<file path="config.mk">
export PLATFORM = sky130hd
export DESIGN_NAME = baud_rate_gen
export DESIGN_NICKNAME = d
export VERILOG_FILES = /design/src/rtl/baud_pkg.sv /design/src/rtl/baud_phase_cnt.sv /design/src/rtl/baud_rate_gen.sv
export SDC_FILE = /design/constraint.sdc
export NUM_CORES = 1
export LEC_CHECK = 0
export ABC_CLOCK_PERIOD_IN_PS = 2600
export CAP_MARGIN = 15
export CORE_ASPECT_RATIO = 1.25
export CORE_UTILIZATION = 50
export DETAILED_ROUTE_END_ITERATION = 8
export PLACE_DENSITY = 0.86
export SKIP_LAST_GASP = 1
export SLEW_MARGIN = 20
export SYNTH_ARGS = -nofsm -noshare
export SYNTH_HDL_FRONTEND = slang
export SYNTH_SLANG_ARGS = --single-unit
</file>
<file path="constraint.sdc">
create_clock -name clk -period 2.6 [get_ports clk]
set_input_delay 0.39 -clock clk [delete_from_list [all_inputs] [get_ports clk]]
set_output_delay 0.39 -clock clk [all_outputs]
set_load 0.02 [all_outputs]
</file>
<file path="src/rtl/baud_pkg.sv">
// baud_pkg: register addresses and standard divisor constants for baud_rate_gen
package baud_pkg;
  localparam logic [1:0] BAUD_ADDR_FRAC = 2'b01;
  localparam logic [1:0] BAUD_ADDR_LO   = 2'b10;
  localparam logic [1:0] BAUD_ADDR_HI   = 2'b11;
  localparam int BAUD_DIV_4800  = 650;
  localparam int BAUD_DIV_9600  = 325;
  localparam int BAUD_DIV_19200 = 162;
  localparam int BAUD_DIV_38400 = 80;
endpackage

</file>
<file path="src/rtl/baud_phase_cnt.sv">
// baud_phase_cnt: counts rx ticks modulo OSR and flags the wrapping tick as tx_tick
// ports: clk, rst (sync active-high), clr (restart phase), rx_tick in, tx_tick out
module baud_phase_cnt #(
  parameter int OSR = 16
) (
  input  logic clk,
  input  logic rst,
  input  logic clr,
  input  logic rx_tick,
  output logic tx_tick
);
  localparam int PW = $clog2(OSR);
  logic [PW-1:0] phase;
  assign tx_tick = rx_tick && phase == PW'(OSR - 1);
  always_ff @(posedge clk) begin
    if (rst || clr) phase <= '0;
    else if (rx_tick) phase <= phase + PW'(1);
  end
endmodule

</file>
<file path="src/rtl/baud_rate_gen.sv">
// baud_rate_gen: programmable divisor producing rx oversample ticks and tx bit ticks
// ports: clk, rst (sync active-high), wr_en/ioaddr/wr_data register writes,
//        rx_tick, tx_tick one-cycle enables, div_q active divisor
// optional: define BAUD_FRAC_EN for a 4-bit fractional divisor at BAUD_ADDR_FRAC
module baud_rate_gen
  import baud_pkg::*;
#(
  parameter int DIV_W     = 16,
  parameter int OSR       = 16,
  parameter int RESET_DIV = 325
) (
  input  logic             clk,
  input  logic             rst,
  input  logic             wr_en,
  input  logic [1:0]       ioaddr,
  input  logic [7:0]       wr_data,
  output logic             rx_tick,
  output logic             tx_tick,
  output logic [DIV_W-1:0] div_q
);
  localparam int NB = DIV_W / 8;
  logic [DIV_W-1:0] d, stage, cnt, new_d;
  logic [1:0] ptr;
  logic commit, lo_wr, hold;
  assign commit = wr_en && ioaddr == BAUD_ADDR_HI;
  assign lo_wr  = wr_en && ioaddr == BAUD_ADDR_LO;
  assign new_d  = (stage & ({DIV_W{1'b1}} >> 8)) | (DIV_W'(wr_data) << (DIV_W - 8));
  assign div_q  = d;
  assign rx_tick = !rst && !commit && !hold && cnt == '0;
`ifdef BAUD_FRAC_EN
  logic [3:0] f_pend, f, acc;
  logic [4:0] acc_sum;
  logic ext;
  assign acc_sum = {1'b0, acc} + {1'b0, f};
  assign hold = ext;
  // a carry out of the accumulator stalls the counter for one extra cycle
  always_ff @(posedge clk) begin
    if (rst) begin
      f_pend <= '0;
      f      <= '0;
      acc    <= '0;
      ext    <= 1'b0;
    end else begin
      if (wr_en && ioaddr == BAUD_ADDR_FRAC) f_pend <= wr_data[3:0];
      if (commit) begin
        f   <= f_pend;
        acc <= '0;
        ext <= 1'b0;
      end else if (ext) ext <= 1'b0;
      else if (rx_tick) begin
        acc <= acc_sum[3:0];
        ext <= acc_sum[4];
      end
    end
  end
`else
  assign hold = 1'b0;
`endif
  // lower divisor bytes are staged low-to-high; the top-byte write commits them together
  always_ff @(posedge clk) begin
    if (rst) begin
      d     <= DIV_W'(RESET_DIV);
      stage <= DIV_W'(RESET_DIV);
      cnt   <= DIV_W'(RESET_DIV);
      ptr   <= '0;
    end else begin
      if (lo_wr) begin
        stage <= (stage & ~(DIV_W'(8'hff) << {ptr, 3'b000})) | (DIV_W'(wr_data) << {ptr, 3'b000});
        ptr   <= (int'(ptr) + 2 >= NB) ? ptr : ptr + 2'd1;
      end
      if (commit) begin
        d   <= new_d;
        cnt <= new_d;
        ptr <= '0;
      end else if (rx_tick) cnt <= d;
      else if (!hold) cnt <= cnt - DIV_W'(1);
    end
  end
  baud_phase_cnt #(.OSR(OSR)) u_phase (
    .clk    (clk),
    .rst    (rst),
    .clr    (commit),
    .rx_tick(rx_tick),
    .tx_tick(tx_tick)
  );
endmodule

</file>
== After elaboration in Yosys (flattened, before gate mapping) ==
Cells that the tools add are included.
Operators by class
  bitwise logic cells: 5
  magnitude comparators: 1
  add/sub/neg operators: 4
  shift-type cells: 2
  reduce and logical (&&, ||, !) cells: 11
  muxes and demuxes: 2
  equality and inequality tests: 3
Operators by type and width (count)
  16-bit 2-to-1 mux: 2
  16-bit bitwise AND: 1
  16-bit logical NOT: 1
  16-bit NOT: 1
  16-bit OR: 1
  8-bit by 16-bit OR with 16-bit output: 1
  8-bit by 5-bit left shift with 16-bit output: 1
  8-bit by 5-bit left shift with 16-bit output (first input constant): 1
  16-bit by 1-bit subtractor with 16-bit output (second input constant): 1
  1-bit logical AND: 5
  4-bit by 1-bit adder with 4-bit output (second input constant): 1
  2-bit equality test (second input constant): 2
  4-bit equality test (second input constant): 1
  2-bit by 2-bit adder with 3-bit output (second input constant): 1
  3-bit by 2-bit greater-or-equal comparator with 1-bit output (second input constant): 1
  2-bit by 1-bit adder with 2-bit output (second input constant): 1
  1-bit logical NOT: 2
  2-bit AND reduction: 1
  2-bit OR reduction: 1
  1-bit logical OR: 1
  1-bit NOT: 1
Word-level totals
  output and inout bits: 18
  bits in registers: 54

== Longest topological paths before layout ==
  word-level depth: 7
  mapped depth: 7

== Modules after synthesis ==
Synthesis repeated with hierarchy kept, for this count alone.
Unflattened totals
  cells, all modules: 231
  area total of the unflattened synthesis: 1970.6 um2
Modules (own cells, without submodules)
  baud_rate_gen: instances 1, area each 1784.2 um2, cells each 214
  baud_phase_cnt: instances 1, area each 186.4 um2, cells each 17

== Worst setup path after synthesis ==
OpenSTA, ideal clock, no wires.
  path kind: reg-to-output
  start: reg cnt[0]
  end: out tx_tick
  path slack: 0.334 ns
  cell stages (with the launch flop): 8
  arrival: 1.876 ns
  path through: dfxtp_1 inv_1 ha_1 nor3b_2 nand4_2 buf_2 nor2_1 and4_1
On the way
  longest elaborated chain between the ends: 3
RTL lines
  from (decl): RTL line baud_rate_gen.sv:22  | logic [DIV_W-1:0] d, stage, cnt, new_d;
  from (signal assigned): RTL line baud_rate_gen.sv:64  | cnt <= DIV_W'(RESET_DIV);
  from (signal assigned): RTL line baud_rate_gen.sv:73  | cnt <= new_d;
  from (signal assigned): RTL line baud_rate_gen.sv:76  | else if (!hold) cnt <= cnt - DIV_W'(1);
  16-bit logical NOT: RTL line baud_rate_gen.sv:29  | assign rx_tick = !rst && !commit && !hold && cnt == '0;
  1-bit logical AND: RTL line baud_rate_gen.sv:29
  via rx_tick: RTL line baud_rate_gen.sv:17  | output logic rx_tick,
  1-bit logical AND: RTL line baud_phase_cnt.sv:14  | assign tx_tick = rx_tick && phase == PW'(OSR - 1);
  to (decl): RTL line baud_rate_gen.sv:18  | output logic tx_tick,
The timed path passes the listed nets, and every way through them passes these cells.

== Final worst setup path ==
  start: reg cnt[0]
  end: out tx_tick
On the way
  longest elaborated chain between the ends: 3
RTL lines (RTL line)
  16-bit logical NOT: baud_rate_gen.sv:29
  1-bit logical AND: baud_rate_gen.sv:29
  1-bit logical AND: baud_phase_cnt.sv:14
Every way passes these cells.

==> impl_metrics.json <==
{
  "gr-total-overflow": 0,
  "post-place-ws_ns": 0.1528,
  "fmax_mhz": 421.1,
  "worstHoldPathType": "reg -> reg",
  "worstPathArrival_ns": 1.98,
  "critPathKind": "reg -> out",
  "yosysWarningCount": 0,
  "clk_path_buf_depth": 2,
  "coreArea_mm2": 0.003785,
  "drtIter0Drc": 117,
  "drive_gt1_frac": 0.09353,
  "grt_pass1_wl_um": 8169,
  "rsz0062_at_grt": "no",
  "min_from": "stage[7]",
  "ant_nets": 0,
  "min_period_over_period": 0.9134,
  "die_h_um": 72.53,
  "syn_avg_cell_area_um2": 8.153,
  "leakagePower_nw": 0.9222,
  "cp-start-kind": "flip-flop",
  "vias": 1891,
  "worst_pin_slew_ns": 0.9121,
  "port_buffers": 30,
  "maxSlewHeadroom": 0.3863,
  "slew_viol_final": 0,
  "die_area_mm2": 0.004237,
  "synth_edf_count": 0,
  "drt_first_pass_iters": 6,
  "syn-num-nets": 259,
  "clk_pin_slew_ns": 0.09,
  "cts.sinks": 44,
  "hold_viol_final": 0,
  "rows": 25,
  "dp_hpwl_um": 3445,
  "cts_inserted_buffers": 5,
  "drc": 0,
  "vias_per_cell": 5.696,
  "vdd_drop_max_mv": 0.4034,
  "tns_ns": 0,
  "diodes": 0,
  "synth_top_area_cell": "dfxtp_1",
  "die_w_um": 58.42,
  "powerDensity_mw_per_mm2": 581.1,
  "fill_cells": 319,
  "critical_path_required_ns": 2.21,
  "crit_path_start": "cnt[0]",
  "async_reset_ff_frac": 0,
  "place.gp.congestion": 0.8808,
  "grt_start_max_net_pins": 32,
  "period_minus_slack_ns": 2.375,
  "endpoint_kind": "output pin",
  "worst_slack_ns": 0.2252,
  "dp.cells": 324,
  "synthTopCellsByArea": "dfxtp_1 (44%), nand2_1 (11%), a21oi_1 (6.5%)",
  "crit_fanout": 4,
  "max_stage_delay_ns": 0.34,
  "yosysSeqAreaShare": 0.4428,
  "grt_pass1_vias": 1807,
  "syn_to_final_growth_pct": 25.47,
  "yosysMostFrequentCell": "nand2_1",
  "path_cells": "inv_1 > ha_1 > nor3b_2 > nand4_2 > nor2_1 > and4_1 > dlygate4sd2_1",
  "postCtsHoldBufs": 0,
  "htree_levels": 2,
  "ios": 31,
  "clock_latency_ns": 0.30,
  "status": "completed",
  "cpMaxStageDelayCell": "dfxtp_1",
  "synth_top_cell_area_share": 0.4428,
  "final_cells": 332,
  "setup_violations": 0,
  "yosysUniqueCellTypes": 46,
  "skew_ns": 0.005894,
  "max_cap_violations": 0,
  "root_buffer": "clkbuf_8",
  "netlist_area_mm2": 0.001989,
  "cts_tree": "yes",
  "drt-wirelength-per-cell_um": 14.47,
  "grt_usage": 0.2516,
  "start_util": 0.5256,
  "synth_ff_type": "dfxtp_1",
  "antenna_found_initial": 0,
  "finalWirelength_um": 4803,
  "synth_seq_cells": 44,
  "final_nets": 292,
  "timing.rr.start": "cnt[0]",
  "synthCells": 244,
  "ys_top_cells_by_count": "nand2_1 (57), dfxtp_1 (44), a21oi_1 (26), nor2_1 (13), clkbuf_1 (11)"
}
critical path: cells and delay by family, from the launching register on:
kind | cells | cell delay (ns)
fa+ha+maj | 1 | 0.19
buf+inv | 2 | 0.40
flops | 1 | 0.34
simple gates | 4 | 0.76
repair_timing:
action,CTS,global route
hold endpoints to repair,0,0
resized for setup,2,1
setup buffers,0,0
endpoints found under the setup margin,1,1
final timing paths:
kind	end	slack [ns]	cells after the start
max	tx_tick	0.23	7
min	stage[7]	0.46	2
max reg2reg	cnt[14]	0.58	7
min reg2reg	stage[7]	0.46	2
state kept, by name, indices dropped and copies added (netlist names):
name	flops
stage	8
div_q	16
cnt	16
u_phase.phase	4
through the flow:
stage	util	hold slack (ns)	power, mW	instance area [µm²]
2_1_floorplan	-	0.4366	0.8488	1989
3_3_place_gp	0.6264	0.4444	0.9190	2371
3_5_place_dp	0.6264	0.4495	0.9235	2371
4_1_cts	0.6588	0.4629	1.458	2494
5_1_grt	0.6595	0.4724	1.502	2496
6_report	0.6595	0.4619	1.450	2496
routing by layer:
layer,vias to the layer above,GRT usage,part of all wire
li1,939,-,-
met1,882,0.3117,0.43
met2,62,0.4317,0.51
met3,8,0.04456,0.044
met4,0,0.09524,0.016
met5,-,0,0
cells by family (layout without fill, tap and decap cells):
| group | Yosys count | after routing | synth area share |
|---|---|---|---|
| flops | 44 | 44 | 0.4428 |
| buf+inv | 19 | 53 | 0.04024 |
| xor+xnor | 7 | 7 | 0.03082 |
| fa+ha+maj | 2 | 2 | 0.01258 |
| compound gates | 58 | 58 | 0.1805 |
| mux | 2 | 2 | 0.01006 |
| simple gates | 112 | 112 | 0.2830 |
where the power goes:
part           switching, mW  leakage [nW]  internal (mW)  total, mW
Combinational         0.0958         0.509         0.0865      0.182
Clock                  0.248        0.0548          0.289      0.537
Sequential            0.0301         0.358          0.701      0.731
placed cells by master (no fill, tap or decap), types with 2 or more instances in the layout:
master           count
nand2_1             57
dfxtp_1             44
clkdlybuf4s50_1     28
a21oi_1             26
nor2_1              13
buf_4               10
o21ai_0              9
nor3_1               8
nand3_1              7
xnor2_1              5
clkbuf_8             5
inv_1                4
and3_1               4
nand4_1              4
o22ai_1              4
nor4_1               3
o211ai_1             3
nor4_4               2
and4_1               2
or4_1                2
o221ai_1             2
o31a_1               2
mux2i_1              2
o32ai_1              2
xor2_1               2
or3_1                2
ha_1                 2
cell type report:
class                      instances  area [µm²]  area share
multi-input combinational        181        1037      0.4155
sequential                        44       880.8      0.3529
timing repair buffer              40       376.6      0.1509
clock buffer                       5       68.82     0.02757
tap                               54       67.56     0.02707
clock inverter                     3       46.29     0.01855
inverter                           5       18.77    0.007519
(Power assumes the default switching activity.)
